===== src/rtl/cla_seq_adder_pkg.sv =====
// Shared definitions for the nibble-serial carry-lookahead adder:
// controller state encodings and the width of the single adder slice.
package cla_seq_adder_pkg;

  // Controller states: waiting, stepping through nibbles, result pulse
  typedef enum logic [1:0] {
    IDLE = 2'b00,
    RUN  = 2'b01,
    DONE = 2'b10
  } state_e;

  // Bits handled by the lookahead slice per RUN cycle
  localparam int SLICE_W = 4;

endpackage : cla_seq_adder_pkg


===== src/rtl/cla_seq_adder_cla4_slice.sv =====
// Purely combinational 4-bit carry-lookahead adder slice.
// Every carry is formed directly from the generate/propagate terms and the
// slice carry-in, so no carry ripples between bit positions. c3 is the carry
// into bit 3, which the top level needs to derive signed overflow.
module cla4_slice (
  input  logic [3:0] a,
  input  logic [3:0] b,
  input  logic       ci,
  output logic [3:0] s,
  output logic       c3,
  output logic       co
);

  logic [3:0] g;
  logic [3:0] p;
  logic [3:0] c;

  // Per-bit generate, propagate and sum gates
  for (genvar i = 0; i < 4; i++) begin : g_bit
    and u_gen  (g[i], a[i], b[i]);
    xor u_prop (p[i], a[i], b[i]);
    xor u_sum  (s[i], p[i], c[i]);
  end

  // Lookahead carries, each a flat sum of products over g/p and ci
  assign c[0] = ci;
  assign c[1] = g[0] | (p[0] & ci);
  assign c[2] = g[1] | (p[1] & g[0]) | (p[1] & p[0] & ci);
  assign c[3] = g[2] | (p[2] & g[1]) | (p[2] & p[1] & g[0])
              | (p[2] & p[1] & p[0] & ci);
  assign co   = g[3] | (p[3] & g[2]) | (p[3] & p[2] & g[1])
              | (p[3] & p[2] & p[1] & g[0])
              | (p[3] & p[2] & p[1] & p[0] & ci);
  assign c3   = c[3];

endmodule : cla4_slice


===== src/rtl/cla_seq_adder.sv =====
// Sequential WIDTH-bit adder that reuses one 4-bit lookahead slice, one
// nibble per cycle, LSB nibble first. Operands are captured on an accepted
// start, the carry is threaded between passes through a register, and the
// final pass also produces carry-out and signed overflow.
module cla_seq_adder
  import cla_seq_adder_pkg::*;
#(
  parameter int WIDTH = 16
) (
  input  logic             clk,
  input  logic             reset,
  input  logic             start,
  input  logic [WIDTH-1:0] a,
  input  logic [WIDTH-1:0] b,
  input  logic             ci,
  output logic             busy,
  output logic             done,
  output logic [WIDTH-1:0] s,
  output logic             co,
  output logic             ovf
);

  localparam int NSLICE = WIDTH / SLICE_W;
  localparam int IDXW   = (NSLICE > 1) ? $clog2(NSLICE) : 1;
  localparam logic [IDXW-1:0] LAST_IDX = IDXW'(NSLICE - 1);

  state_e           state_q, state_d;
  logic [IDXW-1:0]  idx_q, idx_d;
  logic             carry_q, carry_d;
  logic [WIDTH-1:0] aReg_q, aReg_d;
  logic [WIDTH-1:0] bReg_q, bReg_d;
  logic [WIDTH-1:0] s_q, s_d;
  logic             co_q, co_d;
  logic             ovf_q, ovf_d;

  logic [SLICE_W-1:0] sliceA;
  logic [SLICE_W-1:0] sliceB;
  logic [SLICE_W-1:0] sliceS;
  logic               sliceC3;
  logic               sliceCo;

  assign sliceA = aReg_q[SLICE_W*idx_q +: SLICE_W];
  assign sliceB = bReg_q[SLICE_W*idx_q +: SLICE_W];

  cla4_slice u_slice (
    .a  (sliceA),
    .b  (sliceB),
    .ci (carry_q),
    .s  (sliceS),
    .c3 (sliceC3),
    .co (sliceCo)
  );

  // Controller next state: accept work in IDLE/DONE, step nibbles in RUN
  always_comb begin
    state_d = state_q;
    idx_d   = idx_q;
    carry_d = carry_q;
    aReg_d  = aReg_q;
    bReg_d  = bReg_q;
    s_d     = s_q;
    co_d    = co_q;
    ovf_d   = ovf_q;
    unique case (state_q)
      IDLE, DONE: begin
        if (start) begin
          aReg_d  = a;
          bReg_d  = b;
          carry_d = ci;
          idx_d   = '0;
          state_d = RUN;
        end else if (state_q == DONE) begin
          state_d = IDLE;
        end
      end
      RUN: begin
        s_d[SLICE_W*idx_q +: SLICE_W] = sliceS;
        carry_d = sliceCo;
        if (idx_q == LAST_IDX) begin
          co_d    = sliceCo;
          ovf_d   = sliceC3 ^ sliceCo;
          state_d = DONE;
        end else begin
          idx_d = idx_q + 1'b1;
        end
      end
      default: state_d = IDLE;
    endcase
  end

  // Controller registers; reset discards any operation in flight
  always_ff @(posedge clk or posedge reset) begin
    if (reset) begin
      state_q <= IDLE;
      idx_q   <= '0;
      carry_q <= 1'b0;
      aReg_q  <= '0;
      bReg_q  <= '0;
      s_q     <= '0;
      co_q    <= 1'b0;
      ovf_q   <= 1'b0;
    end else begin
      state_q <= state_d;
      idx_q   <= idx_d;
      carry_q <= carry_d;
      aReg_q  <= aReg_d;
      bReg_q  <= bReg_d;
      s_q     <= s_d;
      co_q    <= co_d;
      ovf_q   <= ovf_d;
    end
  end

  assign busy = (state_q == RUN);
  assign done = (state_q == DONE);
  assign s    = s_q;
  assign co   = co_q;
  assign ovf  = ovf_q;

endmodule : cla_seq_adder


===== config.mk =====
export PLATFORM = sky130hd
export DESIGN_NAME = cla_seq_adder
export DESIGN_NICKNAME = d
export VERILOG_FILES = /design/src/rtl/cla_seq_adder_pkg.sv /design/src/rtl/cla_seq_adder_cla4_slice.sv /design/src/rtl/cla_seq_adder.sv
export SDC_FILE = /design/constraint.sdc
export NUM_CORES = 1
export LEC_CHECK = 0
export CAP_MARGIN = 20
export CORE_ASPECT_RATIO = 0.5
export CORE_MARGIN = 3
export CORE_UTILIZATION = 52
export CTS_BUF_LIST = sky130_fd_sc_hd__clkbuf_2 sky130_fd_sc_hd__clkbuf_4 sky130_fd_sc_hd__clkbuf_8
export CTS_CLUSTER_SIZE = 16
export DETAILED_ROUTE_END_ITERATION = 16
export PLACE_DENSITY_LB_ADDON = 0.12
export SETUP_SLACK_MARGIN = 0.05
export SYNTH_ARGS = -nofsm -noshare
export SYNTH_HDL_FRONTEND = slang
export SYNTH_SLANG_ARGS = --single-unit

===== constraint.sdc =====
create_clock -name clk -period 3.3 [get_ports clk]
set_clock_uncertainty 0.05 [all_clocks]
set_input_delay 0.99 -clock clk [delete_from_list [all_inputs] [get_ports clk]]
set_output_delay 0.99 -clock clk [all_outputs]
set_load 0.005 [all_outputs]

==> results by group, run 1 <==
STA
  • Final worst-path cycle share: 0.840
  • Final Hold Fails: 0
  • Min Tclk post-route: 2.77 ns
  • Setup ws final: ~0.53 ns
  • Slew Viols, Final: 0
  • Setup TNS: 0 ns
  • Max Freq: ~360 MHz
  • Worst-Margin Slew: a little over 0.7 ns
  • Rel. slew slack: 0.525
  • RSZ-0062 raised after global routing: no
  • Final setup fails: 0

Placement
  • GP Congestion: about 0.77
  • Detailed Place HPWL: around 4 mm
  • Port bufs: 55
  • Worst slack, placed: roughly 0.56 ns
  • Dpl cells: ~360

Global route
  • Grt met1 use: 0.269
  • Vias in the first global route: ~1900
  • Met2 usage: 0.331
  • First-pass GRT wire length: just over 9 mm
  • GRT met3 Usage: 0.0502
  • GR peak layer: met2
  • Gr ovfl total: 0
  • GR Util All Layers: 0.200
  • Initial antenna violation count: 0
  • Largest net degree at the start of global routing: 34

Setup path
  • Crit Path Class: flop to flop
  • CP bufs+invs: 0
  • CP cell instances: mux4_2, ha_1, a211oi_1, o21bai_1, xor2_1, a22o_1
  • CP Depth: 6
  • Cell family with most CP delay: flip-flops
  • FF-to-FF path depth: 6
  • Crit path max fanout: 9
  • CP max stage delay: 0.68 ns
  • Startpoint Class: flop
  • Worst endpoint required time: between 3 and 4 ns
  • Setup crit end kind: flop
  • Crit path DAT: roughly 3 ns
  • CP max-delay cell: dfrtp_1

Min path
  • Hold depth: 2
  • Min-delay worst type: flop to flop

Layout
  • Post-Layout Cell Count: between 300 and 400
  • Fraction of layout cells with a size suffix above 1: 0.0864
  • Final core utilization: 0.718
  • FF+latch area: ~1400 um^2
  • FILL cells: ~370
  • Multi-input logic area: roughly 1100 um^2
  • Final #Nets: between 300 and 400
  • Diode count: 0
  • Area Growth Syn to Fin: 28.4%

Route
  • Detail Route Antenna Nets: 0
  • Avg WL per Cell: between 10 and 15 um
  • Drt pass-1 iters: 4
  • Vias per cell: ~5.2
  • Routed WL: approximately 5.3 mm
  • Residual DRC: 0
  • Routed via count: 1905
  • Starting DRC count in detailed routing: 59

Logic synthesis
  • Cell variety after synth: 28
  • Syn nets: 293
  • Sequential share of the synthesized area: 0.541
  • Async SR Flop Fraction: 1.00
  • Count leader, synth: nand2_1
  • Post-synth top area share: 0.541
  • Top post-synthesis cells by area: dfrtp_1 54%, nand2_1 16%, mux4_2 7.1%
  • Count of state elements after synthesis: 55
  • Post-synth top area cell: dfrtp_1
  • Post-synth EDFFs: 0
  • Mapped cell area: approximately 2500 um^2
  • Average size of a mapped cell: slightly above 10 um^2
  • Syn Inst Count: about 250
  • YS warnings: 0
  • Synth top cells by count: 106 x nand2_1, 55 x dfrtp_1, 16 x a22o_1
  • Main synth FF type: dfrtp_1

Floorplanning
  • Die ar.: just under 6000 um^2
  • Area of the core: ~4600 um^2
  • Die X-Extent: between 100 and 150 um
  • Die height: roughly 55 um
  • Num rows: 17
  • I/O pin count: 56
  • Initial core utilization: 0.559

Power and ir drop
  • Cell Pwr Density: around 990 nW/um^2
  • Total power: 3220 uW
  • Worst vdd ir: around 0.53 mV
  • Leak Pwr: 0.00157 uW

Clock network
  • Clock buffer depth: 2
  • Clk slew on worst S/H paths: roughly 0.1 ns
  • Cts bufs inserted: 5
  • Clock sink count: between 50 and 60
  • CTS tree: done
  • CTS resizes: 0
  • Cts hold-fix bufs: 0
  • Htree depth: 2
  • CTS root buf: clkbuf_8
  • Worst skew pair latency: between 0.3 and 0.4 ns
  • Setup Buffers After CTS: 0

Outcome
  • Status: finished, final reports clean

Job
  • Number of max-cap violations: 0
[cells by family after synthesis]
family | count (synthesis) | synth area share
simple gates | 123 | 0.206
flops | 55 | 0.541
compound gates | 27 | 0.0811
buf+inv | 16 | 0.0251
fa+ha+maj | 12 | 0.0619
xor+xnor | 3 | 0.0103
mux | 9 | 0.0747
[worst paths after layout]
check	from	endpoint	slack, ns
setup / recovery	idx_q[0]	s[7]	0.53
max in group asynchronous	reset	aReg_q[1]	1.63
min in group asynchronous	reset	s[14]	1.01
setup reg to reg	idx_q[0]	s[7]	0.53
hold reg to reg	bReg_q[12]	bReg_q[12]	0.43
hold / removal	bReg_q[12]	bReg_q[12]	0.43
[flip-flops by register name, indices dropped and copies added (netlist names)]
register / count
state_q: 2
ovf: 1
bReg_q: 16
s: 16
co: 1
aReg_q: 16
idx_q: 2
carry_q: 1
[cell type report]
| type | instances | share of cell area |
|---|---|---|
| Tap cell | 66 | 0.0253 |
| Multi-Input combinational cell | 174 | 0.339 |
| Timing Repair Buffer | 59 | 0.182 |
| Sequential cell | 55 | 0.421 |
| Inverter | 5 | 0.00574 |
| Clock buffer | 6 | 0.0234 |
| Clock inverter | 2 | 0.00383 |
[stage by stage]
stage,cell area (um^2),hold slack [ns]
2_1_floorplan,2540,0.390
3_3_place_gp,3180,0.406
3_5_place_dp,3180,0.410
4_1_cts,3270,0.433
5_1_grt,3270,0.457
6_report,3270,0.429
[where the power goes]
part	switching (uW)	leakage, uW	internal (uW)
combinational	923	0.000828	760
clock	215	0.0000446	157
sequential	211	0.000700	957
[layer usage]
layer,routed length (um),part of all wire
met1,2560,0.48
met2,2480,0.46
met3,242,0.045
met4,56,0.010
met5,0,0
[worst reg2reg max path: stages (launching register included)]
cell and delay (ns):
dfrtp_1 0.68, mux4_2 0.64, ha_1 0.34, a211oi_1 0.25
o21bai_1 0.20, xor2_1 0.37, a22o_1 0.20
[cell usage in the layout, fill, tap and decap left out, types with 2 or more instances in the layout]
cell               n
nor2_1             5
clkbuf_8           5
a22o_1            16
xor2_1             2
clkdlybuf4s50_1   55
o21ai_0            3
ha_1              11
dfrtp_1           55
mux4_2             8
buf_4              3
nand3_1            2
a21oi_1            4
nand2_1          106
inv_1              3
nand2b_1           3
inv_2              2
(Power assumes the default switching activity.)
==> inputs of run 2 (changes only) <==
--- a/config.mk
+++ b/config.mk
@@ -8,7 +8,7 @@
 export CAP_MARGIN = 20
 export CORE_ASPECT_RATIO = 0.5
 export CORE_MARGIN = 3
-export CORE_UTILIZATION = 52
+export CORE_UTILIZATION = 47
 export CTS_BUF_LIST = sky130_fd_sc_hd__clkbuf_2 sky130_fd_sc_hd__clkbuf_4 sky130_fd_sc_hd__clkbuf_8
 export CTS_CLUSTER_SIZE = 16
 export DETAILED_ROUTE_END_ITERATION = 16
==> constraint.sdc (replaced) <==
create_clock -name clk -period 2.4 [get_ports clk]
set_clock_uncertainty 0.05 [all_clocks]
set_input_delay 0.72 -clock clk [delete_from_list [all_inputs] [get_ports clk]]
set_output_delay 0.72 -clock clk [all_outputs]
set_load 0.005 [all_outputs]
==> run 2 against run 1 <==
Net effect: non-clock buffer count is 13 higher; routed wire length down 1.0%; combinational power grew 62%; clock-buffer cell count increased by 1; worst hold slack got worse by 0.0018 ns; power rose by 49%; critical path type unchanged; highest routed layer unchanged.
==> results by group, run 2 (synthesis results as in run 1) <==
Placement
  • DP Area: 3270 um^2 (was 3180 um^2)
  • Detailed Place HPWL: 3.99 mm (was 4.00 mm)
  • GP Congestion: 0.805 (was 0.774)
  • Dpl cells: 371 (was 359)
  • Port bufs: 55 (unchanged)

Floorplanning
  • Die X-Extent: 110 um (was 105 um)
  • Die ar.: 6390 um^2 (was 5820 um^2)
  • Area of the core: 5070 um^2 (was 4550 um^2)
  • Num rows: 18 (was 17)
  • Die height: 58.0 um (was 55.5 um)
  • Initial core utilization: 0.502 (was 0.559)
  • I/O pin count: 56 (unchanged)

STA
  • Slew Viols, Final: 0 (unchanged)
  • Max Freq: 440 MHz (was 361 MHz)
  • Final worst-path cycle share: 0.947 (was 0.840)
  • RSZ-0062 raised after global routing: yes (was no)
  • Final setup fails: 0 (unchanged)
  • Final Hold Fails: 0 (unchanged)
  • Rel. slew slack: 0.718 (was 0.525)
  • Min Tclk post-route: 2.27 ns (was 2.77 ns)
  • Worst-Margin Slew: 0.419 ns (was 0.713 ns)

Layout
  • Fraction of layout cells with a size suffix above 1: 0.143 (was 0.0864)
  • Multi-input logic area: 1140 um^2 (was 1110 um^2)
  • Post-Layout Cell Count: 384 (was 367)
  • FILL cells: 408 (was 372)
  • Most common cell after layout, fill and taps aside: nand2_1 (unchanged)
  • Diode count: 0 (unchanged)
  • Design Area, Final: 3410 um^2 (was 3270 um^2)
  • Final #Nets: 361 (was 348)
  • FF+latch area: 1380 um^2 (about the same)
  • Area Growth Syn to Fin: 34.2% (was 28.4%)
  • Most frequent cells in the layout: 106 x nand2_1, 55 x clkdlybuf4s50_1, 54 x dfrtp_1, 16 x a22o_1, 14 x buf_4 (was 106 x nand2_1, 55 x dfrtp_1, 55 x clkdlybuf4s50_1, 16 x a22o_1, 11 x ha_1)

Global route
  • Vias in the first global route: 1948 (was 1935)
  • Largest net degree at the start of global routing: 34 (unchanged)
  • Gr ovfl total: 0 (unchanged)
  • First-pass GRT wire length: 8.97 mm (was 9.29 mm)
  • Initial antenna violation count: 0 (unchanged)
  • GR Util All Layers: 0.181 (was 0.200)

Route
  • Routed WL: 5.28 mm (was 5.34 mm)
  • Drt pass-1 iters: 4 (unchanged)
  • Detail Route Antenna Nets: 0 (unchanged)
  • Starting DRC count in detailed routing: 65 (was 59)
  • Avg WL per Cell: 13.8 um (was 14.5 um)
  • Residual DRC: 0 (unchanged)
  • Vias per cell: 5.05 (was 5.19)
  • Routed via count: 1941 (was 1905)

Clock network
  • CTS root buf: clkbuf_8 (unchanged)
  • Clock buffer depth: 2 (unchanged)
  • Clock sink count: 55 (unchanged)
  • Htree depth: 2 (unchanged)
  • Cts bufs inserted: 5 (unchanged)
  • Clk slew on worst S/H paths: 0.09 ns (was 0.10 ns)
  • Worst skew pair latency: 0.30 ns (was 0.31 ns)
  • CTS tree: done (unchanged)

Setup path
  • Setup crit end kind: flop (unchanged)
  • Crit path max fanout: 6 (was 9)
  • CP max stage delay: 0.43 ns (was 0.68 ns)
  • Crit path from: idx_q[0] (unchanged)
  • CP max-delay cell: dfrtp_2 (was dfrtp_1)
  • Startpoint Class: flop (unchanged)
  • Cell family with most CP delay: flip-flops (unchanged)
  • Top cell by count, worst path: buf_4
  • CP bufs+invs: 3 (was 0)
  • Crit Path Class: flop to flop (unchanged)
  • CP cell instances: buf_12, buf_4, buf_4, mux4_2, ha_1, xor2_2, a22o_1 (was mux4_2, ha_1, a211oi_1, o21bai_1, xor2_1, a22o_1)
  • Crit path DAT: 2.42 ns (was 2.97 ns)
  • R2R Path Start: idx_q[0] (unchanged)
  • Worst endpoint required time: 2.54 ns (was 3.50 ns)

Power and ir drop
  • Leak Pwr: 0.00165 uW (was 0.00157 uW)
  • Worst vdd ir: 0.652 mV (was 0.528 mV)
  • Cell Pwr Density: 1410 nW/um^2 (was 987 nW/um^2)

Outcome
  • Status: finished, final reports clean (unchanged)

Job
  • Number of max-cap violations: 0 (unchanged)

Min path
  • Min-delay worst type: flop to flop (unchanged)
  • Hold_sp: bReg_q[4] (was bReg_q[12])
## run 2: final cells by class
type | instances | share of cell area
Clock inverter | 1 | 0.00147
Multi-Input combinational cell | 174 | 0.333
Tap cell | 70 | 0.0257
Timing Repair Buffer | 72 | 0.206
Sequential cell | 55 | 0.403
Inverter | 5 | 0.00550
Clock buffer | 7 | 0.0246
## run 2: metrics by stage
stage                     power (uW)  utilization  setup slack, ns  hold WS, ns  setup TNS, ns
after CTS                       4820        0.671           0.0839        0.433              0
after floorplan                 3210            -           0.0550        0.390              0
after global placement          4110        0.644           0.0644        0.405              0
final                           4800        0.674            0.127        0.428              0
after detailed placement        4190        0.644          -0.0293        0.409         -0.107
after global routing            5190        0.674           0.0465        0.447              0
## run 2: worst min-delay path, delay by kind of cell, from the launching register on
kind | cells | cell delay (ns)
flip-flops | 1 | 0.35
AND/OR/NAND/NOR | 2 | 0.10
## run 2: per-layer routing
| layer | vias up | track usage | part of all wire |
|---|---|---|---|
| li1 | 944 | - | - |
| met1 | 940 | 0.264 | 0.48 |
| met2 | 52 | 0.278 | 0.45 |
| met3 | 5 | 0.0467 | 0.060 |
| met4 | 0 | 0.0355 | 0.0062 |
| met5 | - | 0 | 0 |
## run 2: what timing repair did
item                       in CTS  in global routing
hold buffers                    0                  0
resized for setup               1                  3
pin swaps                       0                  4
setup endpoints to repair      10                  7
setup buffers                   4                  1
## run 2: power breakdown
part	leakage (uW)	switching [uW]	internal [uW]	total, uW
registers	0.000699	249	1320	1570
clock network	0.0000491	284	228	512
logic	0.000902	1370	1350	2720
total	0.00165	1910	2900	4800
## run 2: worst paths after layout
path	endpoint	slack, ns	cells after the start
max	s[15]	0.13	7
min	bReg_q[4]	0.43	2
max reg2reg	s[15]	0.13	7
min reg2reg	bReg_q[4]	0.43	2
max in group asynchronous	idx_q[0]	1.14	3
min in group asynchronous	state_q[1]	0.62	2
